--- config.mk ---
export PLATFORM = sky130hd
export DESIGN_NAME = unified_mem_arbiter
export DESIGN_NICKNAME = d
export VERILOG_FILES = /design/src/rtl/unified_mem_arbiter_pkg.sv /design/src/rtl/mem_arb_pick.sv /design/src/rtl/unified_mem_arbiter.sv
export SDC_FILE = /design/constraint.sdc
export NUM_CORES = 1
export LEC_CHECK = 0
export BUFFER_PORTS_ARGS = -buffer_cell sky130_fd_sc_hd__buf_2
export CORE_AREA = 2 2 117 119
export DETAILED_ROUTE_END_ITERATION = 16
export DIE_AREA = 0 0 119 121
export MAX_ROUTING_LAYER = met4
export PLACE_DENSITY = 0.75
export SLEW_MARGIN = 10
export SYNTH_ARGS = -nofsm -noshare
export SYNTH_HDL_FRONTEND = slang
export SYNTH_SLANG_ARGS = --single-unit
--- constraint.sdc ---
create_clock -name clk -period 3.8 [get_ports clk]
set_input_delay 0.19 -clock clk [delete_from_list [all_inputs] [get_ports clk]]
set_output_delay 0.19 -clock clk [all_outputs]
set_load 0.005 [all_outputs]
--- src/rtl/unified_mem_arbiter_pkg.sv ---
// Shared types and constants for the unified instruction/data memory arbiter.
package unified_mem_arbiter_pkg;

    localparam int DEF_ADDR_W = 32;
    localparam int DEF_DATA_W = 32;

    typedef enum logic [1:0] {
        IDLE    = 2'b00,
        BUSY_IF = 2'b01,
        BUSY_DM = 2'b10
    } arb_state_t;

    localparam logic SEL_IF = 1'b0;
    localparam logic SEL_DM = 1'b1;

    // Width of the fairness counter that counts 0..max_grants.
    function automatic int fair_cnt_width(input int max_grants);
        return $clog2(max_grants + 1);
    endfunction

endpackage

--- src/rtl/mem_arb_pick.sv ---
// Combinational grant pick between eligible fetch and data requests.
// Data side wins unless it has used up its quota of grants while fetch waited.
module mem_arb_pick
    import unified_mem_arbiter_pkg::*;
#(
    parameter int MAX_DM_GRANTS = 2,
    parameter int CNT_W         = 2
) (
    input  logic             if_elig,
    input  logic             dm_elig,
    input  logic [CNT_W-1:0] fair_cnt,
    output logic             grant_valid,
    output logic             grant_sel
);

    localparam logic [CNT_W-1:0] FAIR_MAX = CNT_W'(MAX_DM_GRANTS);

    logic quota_spent;

    assign quota_spent = (fair_cnt == FAIR_MAX);

    always_comb begin
        grant_valid = if_elig | dm_elig;
        grant_sel   = SEL_IF;
        if (dm_elig && !(if_elig && quota_spent)) begin
            grant_sel = SEL_DM;
        end
    end

endmodule

--- src/rtl/unified_mem_arbiter.sv ---
// Serialises IF and DM accesses onto one single-port memory, one access in flight.
// Registered mem_* handshake; completion returns data with a one-cycle valid pulse.
module unified_mem_arbiter
    import unified_mem_arbiter_pkg::*;
#(
    parameter int ADDR_W        = DEF_ADDR_W,
    parameter int DATA_W        = DEF_DATA_W,
    parameter int MAX_DM_GRANTS = 2
) (
    input  logic              clk,
    input  logic              rst,
    input  logic              if_req,
    input  logic [ADDR_W-1:0] if_addr,
    output logic [DATA_W-1:0] if_rdata,
    output logic              if_valid,
    input  logic              dm_req,
    input  logic              dm_we,
    input  logic [ADDR_W-1:0] dm_addr,
    input  logic [DATA_W-1:0] dm_wdata,
    output logic [DATA_W-1:0] dm_rdata,
    output logic              dm_valid,
    output logic              stall_if,
    output logic              stall_dm,
    output logic              mem_req,
    output logic              mem_we,
    output logic [ADDR_W-1:0] mem_addr,
    output logic [DATA_W-1:0] mem_wdata,
    input  logic [DATA_W-1:0] mem_rdata,
    input  logic              mem_ready
);

    localparam int               CNT_W    = fair_cnt_width(MAX_DM_GRANTS);
    localparam logic [CNT_W-1:0] FAIR_MAX = CNT_W'(MAX_DM_GRANTS);

    arb_state_t       state_q;
    arb_state_t       state_d;
    logic [CNT_W-1:0] fair_cnt;
    logic             if_elig;
    logic             dm_elig;
    logic             grant_valid;
    logic             grant_sel;
    logic             grant_take;
    logic             done_if;
    logic             done_dm;

    // A requester whose valid is high still shows the request it just completed.
    assign if_elig  = if_req & ~if_valid;
    assign dm_elig  = dm_req & ~dm_valid;
    assign stall_if = if_req & ~if_valid;
    assign stall_dm = dm_req & ~dm_valid;

    mem_arb_pick #(
        .MAX_DM_GRANTS(MAX_DM_GRANTS),
        .CNT_W        (CNT_W)
    ) u_pick (
        .if_elig    (if_elig),
        .dm_elig    (dm_elig),
        .fair_cnt   (fair_cnt),
        .grant_valid(grant_valid),
        .grant_sel  (grant_sel)
    );

    always_ff @(posedge clk or posedge rst) begin
        if (rst) begin
            state_q <= IDLE;
        end else begin
            state_q <= state_d;
        end
    end

    always_comb begin
        state_d = state_q;
        case (state_q)
            IDLE: begin
                if (grant_valid) begin
                    if (grant_sel == SEL_DM) begin
                        state_d = BUSY_DM;
                    end else begin
                        state_d = BUSY_IF;
                    end
                end
            end
            BUSY_IF, BUSY_DM: begin
                if (mem_ready) begin
                    state_d = IDLE;
                end
            end
            default: state_d = IDLE;
        endcase
    end

    // mem_ready only means something while an access is outstanding.
    always_comb begin
        grant_take = 1'b0;
        done_if    = 1'b0;
        done_dm    = 1'b0;
        case (state_q)
            IDLE:    grant_take = grant_valid;
            BUSY_IF: done_if    = mem_ready;
            BUSY_DM: done_dm    = mem_ready;
            default: ;
        endcase
    end

    always_ff @(posedge clk or posedge rst) begin
        if (rst) begin
            mem_req   <= 1'b0;
            mem_we    <= 1'b0;
            mem_addr  <= '0;
            mem_wdata <= '0;
        end else if (grant_take) begin
            mem_req <= 1'b1;
            if (grant_sel == SEL_DM) begin
                mem_we    <= dm_we;
                mem_addr  <= dm_addr;
                mem_wdata <= dm_wdata;
            end else begin
                mem_we    <= 1'b0;
                mem_addr  <= if_addr;
                mem_wdata <= '0;
            end
        end else if (done_if || done_dm) begin
            mem_req <= 1'b0;
        end
    end

    always_ff @(posedge clk or posedge rst) begin
        if (rst) begin
            if_valid <= 1'b0;
            dm_valid <= 1'b0;
            if_rdata <= '0;
            dm_rdata <= '0;
        end else begin
            if_valid <= done_if;
            dm_valid <= done_dm;
            if (done_if) begin
                if_rdata <= mem_rdata;
            end
            if (done_dm && !mem_we) begin
                dm_rdata <= mem_rdata;
            end
        end
    end

    // Counts DM grants that made a waiting fetch lose; any fetch grant repays the debt.
    always_ff @(posedge clk or posedge rst) begin
        if (rst) begin
            fair_cnt <= '0;
        end else if (grant_take) begin
            if (grant_sel == SEL_IF) begin
                fair_cnt <= '0;
            end else if (if_elig && fair_cnt != FAIR_MAX) begin
                fair_cnt <= fair_cnt + 1'b1;
            end
        end
    end

endmodule
==> reports/qor.csv, run 1 <==
stage,metric,value,unit
pwr,Cell Int Power,4320,uW
global_routing,GRT Util Overall,21.4,%
cts,clock-pin slew of the registers on the worst-case setup and hold paths,0.06,ns
synth,#FFs+latches synth,136,
critical_path,crit path DAT,2.50,ns
timing,final hold violation count,0,
floorplanning,Chip Height,121,um
place,dpl cells,778,
timing,setup TNS,0,ns
pwr,sw power,1970,uW
pwr,Clk pwr share,25.7,%
floorplanning,initial core utilization,40.3,%
timing,Setup Skew,0.00596,ns
cts,Post-CTS Resized,0,
global_routing,vias in the first global route,4651,
timing,Max Clock Freq,462,MHz
place,Port Buf Inserts,267,
pwr,Seq pwr share,39.6,%
synth,Synth Net Count,496,
detailed_routing,Post-route DRC,0,
cts,clock tree sinks,136,
detailed_routing,TritonRoute pass-1 iters,4,
floorplanning,Ports,268,
cts,Max clock buf depth,2,
pwr,Comb power frac,34.7,%
timing,fin. max-slew vios,0,
critical_path,Crit Path Max Fanout,35,
timing,period utilisation layout,57.0,%
floorplanning,Row Count,42,
global_routing,largest net degree at the start of global routing,67,
synth,"Top FF cell, synth",dfrtp_1,
cts,H-tree depth,4,
cells_and_area,share of cells above drive strength 1,55.0,%
cts,CTS tree,done,
critical_path,kind of critical path,reg2reg,
floorplanning,die area,14400,um2
floorplanning,Core ar.,13100,um2
synth,"Distinct cells, synth",26,
timing,minimum clock period,2.16,ns
synth,number of flops mapped to enable cells by yosys,0,
synth,asr flop ratio synth,100,%
detailed_routing,Iter 0 DRT Violations,264,
global_routing,GR Overflow Total,0,
hold_path,Hold Crit Depth,2,
timing,unrepaired setup endpoints after global routing,false,
global_routing,initial antenna violation count,0,
cells_and_area,non-filler instance count after layout,858,
critical_path,Worst Setup End Kind,flip-flop,
detailed_routing,Vias/cell,5.17,
cts,Root Buffer,clkbuf_16,
cells_and_area,most frequent cells in the layout,"buf_2 (267), dfrtp_1 (136), mux2_2 (63), dlygate4sd3_1 (48), a22o_1 (33)",
hold_path,hold crit path type,in2reg,
cells_and_area,fin nets,807,
place,Final GP Congestion,0.811,
place,DP HPWL,10000,um
cells_and_area,"commonest non-fill, non-tap cell in the layout",buf_2,
global_routing,first-pass GRT wire length,23500,um
critical_path,r2r worst-path depth,5,
pwr,power density over the cells,801,nW/um2
synth,Synth Instances,358,
cells_and_area,Syn-to-layout area delta,48.8,%
cts,CTS Buf Count,17,
timing,final count of negative-setup-slack endpoints,0,
pwr,Sw Ratio,31.3,%
synth,yosys synthesis warning count,0,
status,status,"complete, no violations",
cells_and_area,ant diodes,0,
floorplanning,die width,119,um
run,Max Cap Viol,0,
detailed_routing,DR vias,4438,
synth,register area share after synthesis,64.6,%
cts,Post-CTS Hold Fix Bufs,43,
detailed_routing,wire per inst,17.5,um
critical_path,startpoint types,flip-flop,
timing,Worst Max-Slew Pin Slew,1.06,ns
critical_path,r2r setup slk,1.64,ns
timing,Fin Hold WS,0.0177,ns
cts,"Clk Latency, worst-skew pair",0.41,ns
cts,Setup Buffers After CTS,0,
timing,max_slew headroom,29.6,%
synth,Post-Syn Area,5270,um2
pwr,static leakage,0.00409,uW
critical_path,Critical Path RT,4.14,ns
synth,Synth Area per Inst,14.7,um2
detailed_routing,final WL,15000,um
detailed_routing,Detail Route Antenna Nets,0,
pwr,VDD IR-drop max,0.422,mV
state kept, by name (all words and copies together), names as in the netlist:
register,cells
if_valid,1
if_rdata,32
mem_wdata,32
state_q,2
fair_cnt,2
dm_valid,1
mem_we,1
mem_addr,32
dm_rdata,32
mem_req,1
cell usage after synthesis (2+ instances only):
cell type	instances	area [um2]
buf_2	16	80.1
inv_2	2	7.51
clkbuf_1	12	45.0
nand2b_1	3	18.8
a22o_1	33	289
nand2_1	3	11.3
mux2_2	63	709
inv_1	6	22.5
dfrtp_1	136	3400
o22ai_1	2	12.5
and3_1	33	206
a221o_1	32	320
ha_1	4	50.1
final cells by class:
cell class,count,area [um2]
inverters,8,33.8
repair buffers,320,1870
multi-input cells,186,1730
clock inverters,14,150
flip-flops and latches,136,3400
fillers,1050,5240
clock buffers,18,439
well taps,176,220
path summary, 6_finish.rpt:
| check | to | from |
|---|---|---|
| setup / recovery | mem_addr[27] | state_q[0] |
| hold / removal | mem_addr[9] | dm_addr[9] |
| setup reg to reg | mem_addr[27] | state_q[0] |
| hold reg to reg | dm_rdata[7] | dm_rdata[7] |
| max in group asynchronous | mem_wdata[27] | rst |
| min in group asynchronous | mem_wdata[17] | rst |
cell families (layout without fill, tap and decap cells):
kind of cell,count (synthesis),in the layout,share of synthesized area (%)
AOI/OAI and AO/OA,72,72,12.4
adders and majority gates,4,4,0.950
buffers and inverters,36,360,2.94
DFF,136,136,64.6
muxes,64,64,13.7
and+or+nand+nor,46,46,5.41
power groups by stage:
stage	Sequential, uW	Combinational (uW)	Clock, uW
floorplan	2530	1110	0
global route	2570	2380	1740
detailed placement	2500	2150	0
CTS	2490	2190	1660
finish	2490	2180	1610
global placement	2480	2070	0
metrics by stage:
stage	cell area, um2	setup slack [ns]	total power, uW	util [%]
final	7840	1.64	6280	59.9
after global routing	7840	1.49	6680	59.9
after CTS	7790	1.59	6340	59.5
after detailed placement	6770	1.59	4650	51.7
after global placement	6770	1.71	4550	51.7
after floorplan	5270	1.92	3640	-
worst max-delay path: stages (launching register included):
cell and delay (ns):
dfrtp_1 0.38, inv_1 0.10, ha_1 0.28, and3b_1 0.90
and3_1 0.30, a221o_1 0.14
metal layers:
layer,track usage [%],wire length [um],vias to the layer above
met5,-,0,-
met4,6.85,290,0
met3,6.95,1170,27
met2,36.2,7610,231
met1,24.3,5960,2207
li1,-,-,1973
(Power assumes the default switching activity.)
==> run 2, diff against run 1 <==
ABC_AREA = 1   (was default)
CORE_AREA = 2 2 115 117   (was 2 2 117 119)
DIE_AREA = 0 0 117 119   (was 0 0 119 121)
PLACE_DENSITY = 0.79   (was 0.75)
clock period = 2.15 ns   (was 3.8 ns; I/O delays follow)
==> reports/qor.csv, run 2 <==
stage,metric,value,unit,change
status,status,"complete, no violations",,unchanged
detailed_routing,DR vias,5766,,was 4438
critical_path,max incr delay on CP,0.38,ns,was 0.90 ns
timing,minimum clock period,1.69,ns,was 2.16 ns
synth,Synth Net Count,837,,was 496
synth,yosys synthesis warning count,0,,unchanged
floorplanning,initial core utilization,45.1,%,was 40.3%
pwr,VDD IR-drop max,0.679,mV,was 0.422 mV
cells_and_area,fin nets,1184,,was 807
critical_path,"Slowest-stage cell, CP",dfrtp_1,,was and3b_1
cts,CTS tree,done,,unchanged
synth,most area-hungry cell type in the Yosys netlist,dfrtp_1,,unchanged
detailed_routing,max layer used,met4,,unchanged
timing,max_slew headroom,71.3,%,was 29.6%
cells_and_area,footprint of the multi-input gates,1800,um2,was 1730 um2
synth,Synth Instances,699,,was 358
synth,"count leader, synth",nand2_1,,was dfrtp_1
timing,final count of negative-setup-slack endpoints,0,,unchanged
cells_and_area,most frequent cells in the layout,"nand2_1 (270), buf_2 (267), dfrtp_1 (136), inv_1 (105), dlygate4sd3_1 (83)",,"was buf_2 (267), dfrtp_1 (136), mux2_2 (63), dlygate4sd3_1 (48), a22o_1 (33)"
cells_and_area,Seq. cell area,3400,um2,unchanged
cells_and_area,Syn-to-layout area delta,51.3,%,was 48.8%
cts,H-tree depth,4,,unchanged
global_routing,largest net degree at the start of global routing,65,,was 67
cts,Post-CTS Hold Fix Bufs,83,,was 43
pwr,Design Power,11200,uW,was 6280 uW
critical_path,crit path buf inv count,1,,unchanged
global_routing,GR Overflow Total,0,,unchanged
critical_path,Crit path max-delay family,simple AND/OR/NAND/NOR gates,,unchanged
floorplanning,die width,117,um,was 119 um
synth,Commonest cells post-synth,"nand2_1 (272), dfrtp_1 (136), inv_1 (106)",,"was dfrtp_1 (136), mux2_2 (63), a22o_1 (33), and3_1 (33), a221o_1 (32)"
critical_path,cell breakdown of the critical path,"ha_1, nand3_1, nand2_2, nor2_4, buf_4, nand2_1, nand2_1",,"was inv_1, ha_1, and3b_1, and3_1, a221o_1"
global_routing,first-pass GRT wire length,27400,um,was 23500 um
synth,Yosys top cell area share,58.6,%,was 64.6%
timing,setup TNS,0,ns,unchanged
synth,Synth area leaders,"dfrtp_1 (59%), nand2_1 (18%), inv_1 (6.9%), nand3_1 (5.9%), o21ai_0 (5.8%)",,"was dfrtp_1 (65%), mux2_2 (13%), a221o_1 (6.1%), a22o_1 (5.5%), and3_1 (3.9%)"
cells_and_area,filler instances,974,,was 1050
detailed_routing,M1 wire length,6990,um,was 5960 um
critical_path,kind of critical path,reg2reg,,unchanged
pwr,static leakage,0.00517,uW,was 0.00409 uW
detailed_routing,Post-route DRC,0,,unchanged
critical_path,Crit Path Max Fanout,34,,was 35
floorplanning,Core ar.,12900,um2,was 13100 um2
cts,"Clk Latency, worst-skew pair",0.41,ns,about the same
synth,number of flops mapped to enable cells by yosys,0,,unchanged
synth,"Top FF cell, synth",dfrtp_1,,unchanged
place,dpl cells,1120,,was 778
place,DP Area,7340,um2,was 6770 um2
place,Final GP Congestion,0.773,,was 0.811
critical_path,Most Frequent Cell on Critical Path,nand2_1,,
cells_and_area,share of cells above drive strength 1,30.4,%,was 55.0%
synth,Synth Area per Inst,8.30,um2,was 14.7 um2
detailed_routing,TritonRoute pass-1 iters,5,,was 4
detailed_routing,final WL,17200,um,was 15000 um
detailed_routing,met3 WL,1390,um,was 1170 um
cts,CTS Buf Count,17,,unchanged
global_routing,GRT Util Overall,26.1,%,was 21.4%
detailed_routing,WL met2,8300,um,was 7610 um
hold_path,hold crit path type,in2reg,,unchanged
cells_and_area,Final Cell Area,8780,um2,was 7840 um2
detailed_routing,Detail Route Antenna Nets,0,,unchanged
cells_and_area,non-filler instance count after layout,1236,,was 858
cts,Setup Buffers After CTS,0,,unchanged
critical_path,crit path DAT,2.03,ns,was 2.50 ns
floorplanning,Ports,268,,unchanged
run,Max Cap Viol,0,,unchanged
place,Port Buf Inserts,267,,unchanged
synth,"Distinct cells, synth",16,,was 26
synth,#FFs+latches synth,136,,unchanged
detailed_routing,Vias/cell,4.67,,was 5.17
floorplanning,Row Count,42,,unchanged
synth,Post-Syn Area,5800,um2,was 5270 um2
timing,Max Clock Freq,593,MHz,was 462 MHz
detailed_routing,Iter 0 DRT Violations,338,,was 264
timing,Worst Max-Slew Pin Slew,0.429,ns,was 1.06 ns
timing,Setup Skew,0.00604,ns,was 0.00596 ns
cts,Post-CTS Resized,0,,unchanged
global_routing,vias in the first global route,5741,,was 4651
cts,Max clock buf depth,2,,unchanged
cts,Root Buffer,clkbuf_16,,unchanged
synth,asr flop ratio synth,100,%,unchanged
synth,register area share after synthesis,58.6,%,was 64.6%
floorplanning,die area,13900,um2,was 14400 um2
pwr,power density over the cells,1280,nW/um2,was 801 nW/um2
timing,period utilisation layout,78.5,%,was 57.0%
timing,fin. max-slew vios,0,,unchanged
detailed_routing,wire per inst,13.9,um,was 17.5 um
cells_and_area,"commonest non-fill, non-tap cell in the layout",nand2_1,,was buf_2
timing,final hold violation count,0,,unchanged
critical_path,Worst Setup End Kind,flip-flop,,unchanged
place,DP HPWL,10900,um,was 10000 um
cts,clock tree sinks,136,,unchanged
timing,unrepaired setup endpoints after global routing,false,,unchanged
critical_path,Critical Path RT,2.50,ns,was 4.14 ns
cts,clock-pin slew of the registers on the worst-case setup and hold paths,0.06,ns,about the same
floorplanning,Chip Height,119,um,was 121 um
global_routing,initial antenna violation count,0,,unchanged
critical_path,startpoint types,flip-flop,,unchanged
run 2: cell types whose count changed after synthesis, moves of 4 or more:
cell     previous run  this run
inv_1               6       106
o21ai_0             1        67
and3_1             33         0
buf_2              16        10
a22o_1             33         0
buf_6               0         6
nand2_1             3       272
buf_1               0         4
mux2_2             63         0
a221o_1            32         0
nand3_1             1        68
run 2: worst paths after layout:
kind | cells after the start | slack (ns) | startpoint | endpoint
min in group asynchronous | 3 | 0.22 | rst | if_rdata[10]
max in group asynchronous | 4 | 1.31 | rst | dm_rdata[26]
worst min-delay path | 5 | 0.02 | if_addr[24] | mem_addr[24]
worst max-delay path | 7 | 0.46 | fair_cnt[1] | mem_wdata[19]
worst max register to register | 7 | 0.46 | fair_cnt[1] | mem_wdata[19]
worst min register to register | 2 | 0.46 | mem_wdata[30] | mem_wdata[30]
run 2: layout make-up:
type | count | area share [%]
repair buffers | 363 | 26.5
flip-flops and latches | 136 | 38.8
well taps | 176 | 2.51
multi-input cells | 418 | 20.5
diodes | 1 | 0.0285
inverters | 110 | 4.75
clock inverters | 12 | 1.70
clock buffers | 20 | 5.20
run 2: logic make-up after synthesis:
kind of cell / Yosys count / share of synthesized area (%)
DFF: 136 / 58.6
and+or+nand+nor: 346 / 24.2
buffers and inverters: 145 / 10.4
adders and majority gates: 4 / 0.862
AOI/OAI and AO/OA: 68 / 5.93
run 2: tightest hold or removal path: stages:
cell and delay (ns):
buf_2 0.08, inv_1 0.03, nand2_1 0.05, nand3_1 0.07, nand2_1 0.06
run 2: where the power goes:
group | leakage [uW] | internal [uW] | total [uW] | switching (uW)
Clock | 0.000300 | 1880 | 2970 | 1090
Sequential | 0.00171 | 3710 | 4350 | 639
Combinational | 0.00316 | 1700 | 3890 | 2190
Total | 0.00517 | 7290 | 11200 | 3920
run 2: through the flow:
step	utilization, %	setup slack (ns)	hold slack, ns
after floorplan	-	0.349	0.224
after global placement	57.0	0.520	0.0972
after detailed placement	57.0	0.457	0.105
after CTS	68.2	0.449	0.000235
after global routing	68.2	0.294	0.0307
final	68.2	0.463	0.0189
run 2: layer usage:
layer,up-vias,global-route usage (%)
met3,46,7.23
met2,265,41.7
met5,-,-
met4,0,10.9
li1,2815,-
met1,2640,31.1
